## config.mk

```make
export PLATFORM = sky130hd
export DESIGN_NAME = evg_marker_gen
export DESIGN_NICKNAME = d
export VERILOG_FILES = /design/src/rtl/evg_marker_gen.sv
export SDC_FILE = /design/constraint.sdc
export NUM_CORES = 1
export LEC_CHECK = 0
export CORE_ASPECT_RATIO = 1.25
export CORE_MARGIN = 2
export CORE_UTILIZATION = 35
export DETAILED_ROUTE_END_ITERATION = 10
export PLACE_DENSITY = 0.7
export SYNTH_ARGS = -nofsm -noshare
export SYNTH_HDL_FRONTEND = slang
export SYNTH_SLANG_ARGS = --single-unit
```

## constraint.sdc

```tcl
create_clock -name evgClk -period 3.2 [get_ports evgClk]
set_clock_uncertainty 0.15 [all_clocks]
set_input_delay 0.32 -clock evgClk [delete_from_list [all_inputs] [get_ports evgClk]]
set_output_delay 0.32 -clock evgClk [all_outputs]
set_load 0.02 [all_outputs]
```

## src/rtl/evg_marker_gen.sv

```systemverilog
// Heartbeat / pulse-per-second event-code source for the event transmitter.
// Define EVG_MARKER_GEN_PPS_RESYNC_EN to phase-align the heartbeat counter to each PPS edge.
module evg_marker_gen #(
   parameter logic [23:0] DEFAULT_PERIOD = 24'd125000,
   parameter logic [7:0]  HEARTBEAT_CODE = 8'h7A,
   parameter logic [7:0]  PPS_CODE       = 8'h7D,
   parameter string       DEBUG          = "false"
) (
   input  logic        evgClk,
   input  logic        evgReset,
   input  logic        csrStrobe,
   input  logic [31:0] GPIO_OUT,
   output logic [31:0] csr,
   input  logic        ppsIn,
   output logic [7:0]  evgEventCode,
   output logic        evgEventValid,
   input  logic        evgEventReady,
   output logic        evgHeartbeatMarker
);

   localparam logic [23:0] default_count = DEFAULT_PERIOD - 24'd1;

   logic [23:0] period_reg;
   logic [23:0] count_reg;
   logic        enable_reg;
   logic        pps_meta_reg;
   logic        pps_sync_reg;
   logic        pps_prev_reg;
   logic        pps_req_reg;
   logic        hb_pending_reg;
   logic        pps_pending_reg;
   logic        hb_overrun_reg;
   logic        pps_overrun_reg;
   logic        pps_seen_reg;
   logic        valid_reg;
   logic [7:0]  code_reg;
   logic        code_is_hb_reg;

   logic running;
   logic hb_req;
   logic load_out;
   logic take_pps;
   logic take_hb;
   logic clear_ovr;
   logic unused_gpio;

   assign running     = enable_reg && (period_reg >= 24'd2);
   assign hb_req      = running && (count_reg == 24'd0);
   assign load_out    = !valid_reg || evgEventReady;
   assign take_pps    = load_out && pps_pending_reg;
   assign take_hb     = load_out && !pps_pending_reg && hb_pending_reg;
   assign clear_ovr   = csrStrobe && GPIO_OUT[1];
   assign unused_gpio = ^GPIO_OUT[7:2];

   always_ff @(posedge evgClk) begin
      if (evgReset) begin
         period_reg      <= DEFAULT_PERIOD;
         count_reg       <= default_count;
         enable_reg      <= 1'b0;
         pps_meta_reg    <= 1'b0;
         pps_sync_reg    <= 1'b0;
         pps_prev_reg    <= 1'b0;
         pps_req_reg     <= 1'b0;
         hb_pending_reg  <= 1'b0;
         pps_pending_reg <= 1'b0;
         hb_overrun_reg  <= 1'b0;
         pps_overrun_reg <= 1'b0;
         pps_seen_reg    <= 1'b0;
         valid_reg       <= 1'b0;
         code_reg        <= 8'h00;
         code_is_hb_reg  <= 1'b0;
      end else begin
         // Request is registered so that ppsIn high at t yields a request at t+3.
         pps_meta_reg <= ppsIn;
         pps_sync_reg <= pps_meta_reg;
         pps_prev_reg <= pps_sync_reg;
         pps_req_reg  <= pps_sync_reg && !pps_prev_reg;

         if (csrStrobe) begin
            period_reg <= GPIO_OUT[31:8];
            enable_reg <= GPIO_OUT[0];
         end

         if (csrStrobe)
            count_reg <= GPIO_OUT[31:8] - 24'd1;
`ifdef EVG_MARKER_GEN_PPS_RESYNC_EN
         else if (pps_req_reg)
            count_reg <= period_reg - 24'd1;
`endif
         else if (hb_req)
            count_reg <= period_reg - 24'd1;
         else if (running)
            count_reg <= count_reg - 24'd1;

         pps_pending_reg <= (pps_pending_reg && !take_pps) || pps_req_reg;
         if (csrStrobe && !GPIO_OUT[0])
            hb_pending_reg <= 1'b0;
         else
            hb_pending_reg <= (hb_pending_reg && !take_hb) || hb_req;

         // A request meeting a pending flag that is not drained this cycle is merged.
         if (clear_ovr) begin
            hb_overrun_reg  <= 1'b0;
            pps_overrun_reg <= 1'b0;
         end else begin
            if (pps_req_reg && pps_pending_reg && !take_pps)
               pps_overrun_reg <= 1'b1;
            if (hb_req && hb_pending_reg && !take_hb)
               hb_overrun_reg <= 1'b1;
         end

         if (pps_req_reg)
            pps_seen_reg <= 1'b1;

         if (load_out) begin
            if (pps_pending_reg) begin
               valid_reg      <= 1'b1;
               code_reg       <= PPS_CODE;
               code_is_hb_reg <= 1'b0;
            end else if (hb_pending_reg) begin
               valid_reg      <= 1'b1;
               code_reg       <= HEARTBEAT_CODE;
               code_is_hb_reg <= 1'b1;
            end else begin
               valid_reg <= 1'b0;
            end
         end
      end
   end

   assign evgEventValid      = valid_reg;
   assign evgEventCode       = code_reg;
   assign evgHeartbeatMarker = valid_reg && evgEventReady && code_is_hb_reg;
   assign csr = {period_reg, 4'b0000, pps_seen_reg, hb_overrun_reg, pps_overrun_reg, enable_reg};

   // Single probe vector so an ILA can pick up the whole state in one net.
   if (DEBUG == "true") begin : g_debug_probe
      (* mark_debug = "true" *) logic [55:0] debug_state;
      assign debug_state = {count_reg, period_reg, enable_reg, pps_req_reg, hb_pending_reg,
                            pps_pending_reg, hb_overrun_reg, pps_overrun_reg, pps_seen_reg,
                            valid_reg};
   end

endmodule

```

==> out/metrics.cfg, run 1 <==
[outcome]
run_status=finished, final reports clean

[routing]
dr.pass1.iters=6
drc=0
routed_wl_mm=10.7
avgRoutedWirePerCell_um=16.6
first_iter_violations=235
antenna_left=0
vias_per_cell=5.51
vias=3569

[timing]
finalSetupViolCount=0
slew-limit-headroom_pct=54.2
fin_hold_ws_ns=0.205
min_period_ns=3.00
slew_viol_final=0
hold_viol=0
worstMarginPinSlew_ns=0.685
clock.fmax_mhz=333
min_period_over_period_pct=93.9

[global_route]
grt_max_degree=43
grt_pass1_wl_mm=17.2
grt.total_usage_pct=20.1
antenna_found_initial=0
grt_pass1_vias=3472
grt_overflow_total=0

[logic_synthesis]
yosysUniqueCellTypes=69
ys_ff_latch=62
syn_avg_cell_area_sq_um=8.35
synthAdderAreaFrac_pct=0.352
synth_area_sq_um=3560
ys_top_cells_by_area=dfxtp_1 (35%), nor2_1 (5.8%), a211oi_1 (4.2%)
yosys_most_used_dff=dfxtp_1
yosys.area_share.simple_pct=27.2
yosys_warnings=0
ys_seq_area_share_pct=34.9
synth_compound_area_share_pct=23.9
syn_inst=426
synth_xor_area_share_pct=3.69
yosysTopAreaCell=dfxtp_1
synth_top_family_by_area=simple AND/OR/NAND/NOR gates
synth_edf_count=0
synthMuxAreaShare_pct=2.85
synth_top_area_share_pct=34.9
async_flop_share_pct=0

[pwr]
pwr-share-clk_pct=45.7
power-per-cell-area_nw_per_um2=488
intPower_uw=1760
leakage_uw=0.00184
power_frac_seq_pct=36.7
combPwrFrac_pct=17.6
vdd_drop_max_mv=0.246
p_switching_uw=624
swShare_pct=26.2

[placed_design]
dp_hpwl_mm=7.68
gp_congestion=0.902
placed_cells=630
io_buffers=67

[setup_path]
slowest_stage=or3_1
crit_fanout=4
crit_type=flip-flop to flip-flop
critPathRequiredTime_ns=3.29
cp-start-kind=flip-flop
max_stage_delay_ns=0.35
crit_chain=nor4_2 -> and3_1 -> nand4_1 -> a311o_1 -> o21ai_2 -> ha_2 -> a21boi_1 -> nand3_1 -> a21oi_2 -> nand2_2 -> or3_1 -> a311oi_1
worst-endpoint-arrival_ns=3.09
cp-end-kind=flip-flop

[die]
initial_core_util_pct=35.6
rows=41
die_area_sq_um=11000
fp.dieH_um=117
die_width_um=94.2
ios=79
core_area_sq_um=10000

[clock_tree]
cts_tree=yes
root_buffer=clkbuf_16
max-clock-path-buffers=2
clkSlewWorstSetupHoldPaths_ns=0.05
clock_latency_ns=0.33
cts_htree_levels=3
numClockSinks=62
numCtsBuffers=9

[layout]
layout_common_cells=clkdlybuf4s50_1 (65), dfxtp_1 (62), nor2_1 (54), buf_4 (41), nand2_1 (34)
drive_gt1_share_pct=18.7
area_growth_pct=37.4
fillCellCount=952
stdcell_count=648
insertedDiodeCount=0
nets=552
final_common_cell=clkdlybuf4s50_1

[hold_path]
hold_class=input port to flip-flop

[flow_run]
cap_violations=0

[repair_timing]
item,in CTS,in global routing
hold buffers,0,0
resized for setup,0,12
buffers inserted,0,2
setup endpoints to repair,0,8
[cells by family after synthesis]
kind of cell             after synthesis
other                                  1
adder cells (fa/ha/maj)                1
buffers and inverters                 44
AND/OR/NAND/NOR                      173
multiplexers                          10
flip-flops                            62
XOR/XNOR                              15
AO/OA/AOI/OAI                        120
[per-layer routing]
| metal | share of wire (%) | track usage (%) |
|---|---|---|
| met5 | 0 | 0 |
| met4 | 3.1 | 10.1 |
| met3 | 7.3 | 4.39 |
| met2 | 49 | 33.7 |
| met1 | 40 | 24.3 |
[worst paths after layout]
path | cells past startpoint | slack (ns) | start | end
max | 12 | 0.20 | period_reg[1] | count_reg[18]
min reg2reg | 1 | 0.23 | pps_prev_reg | pps_req_reg
min | 2 | 0.21 | evgReset | period_reg[0]
max reg2reg | 12 | 0.20 | period_reg[1] | count_reg[18]
[through the flow]
| step | power, uW | setup WS [ns] | setup TNS [ns] | utilization [%] | cell area, sq um |
|---|---|---|---|---|---|
| detailed placement | 1300 | 0.0387 | 0 | 44.9 | 4490 |
| global route | 2490 | -0.0404 | -0.0668 | 48.9 | 4890 |
| CTS | 2390 | 0.00326 | 0 | 48.2 | 4820 |
| floorplan | 1120 | 0.0860 | 0 | - | 3570 |
| finish | 2390 | 0.196 | 0 | 48.9 | 4890 |
| global placement | 1290 | 0.136 | 0 | 44.9 | 4490 |
[power by group through the flow]
stage          Sequential [uW]  Combinational (uW)  Clock [uW]
6_report                   877                 420        1090
5_1_grt                    881                 456        1150
4_1_cts                    872                 413        1110
3_5_place_dp               887                 409           0
3_3_place_gp               885                 403           0
2_1_floorplan              902                 221           0
[critical path: cells and delay by family, from the launching register on]
family                     cells  cell delay [ns]
and+or+nand+nor                6             1.23
DFF                            1             0.33
AOI/OAI and AO/OA              5             1.00
adders and majority gates      1             0.20
[Yosys cell counts (all sizes together), types with 8 or more instances]
cell type	instances
nor2	55
nor2b	10
a21oi	27
clkbuf	11
nor4	10
nand2	37
dfxtp	62
nor3	16
or3	8
xor2	8
a211oi	22
mux2i	9
buf	25
o21ai	26
[final cells by class]
type                            count  area, sq um  share of cell area (%)
Clock buffer                       13          270                    5.53
Clock inverter                      3         65.1                    1.33
Inverter                            8         30.0                   0.614
Multi-Input combinational cell    324         2130                    43.6
Sequential cell                    62         1240                    25.4
Tap cell                          129          161                    3.30
Timing Repair Buffer              109          988                    20.2
Power figures use the tool's default switching activity.
==> run 2, diff against run 1 <==
--- a/config.mk
+++ b/config.mk
@@ -10,6 +10,7 @@
 export CORE_UTILIZATION = 35
 export DETAILED_ROUTE_END_ITERATION = 10
 export PLACE_DENSITY = 0.7
+export SKIP_LAST_GASP = 1
 export SYNTH_ARGS = -nofsm -noshare
 export SYNTH_HDL_FRONTEND = slang
 export SYNTH_SLANG_ARGS = --single-unit
==> results of run 2 <==
Same layout as run 1: the final DEF is identical, and so are final timing and power.
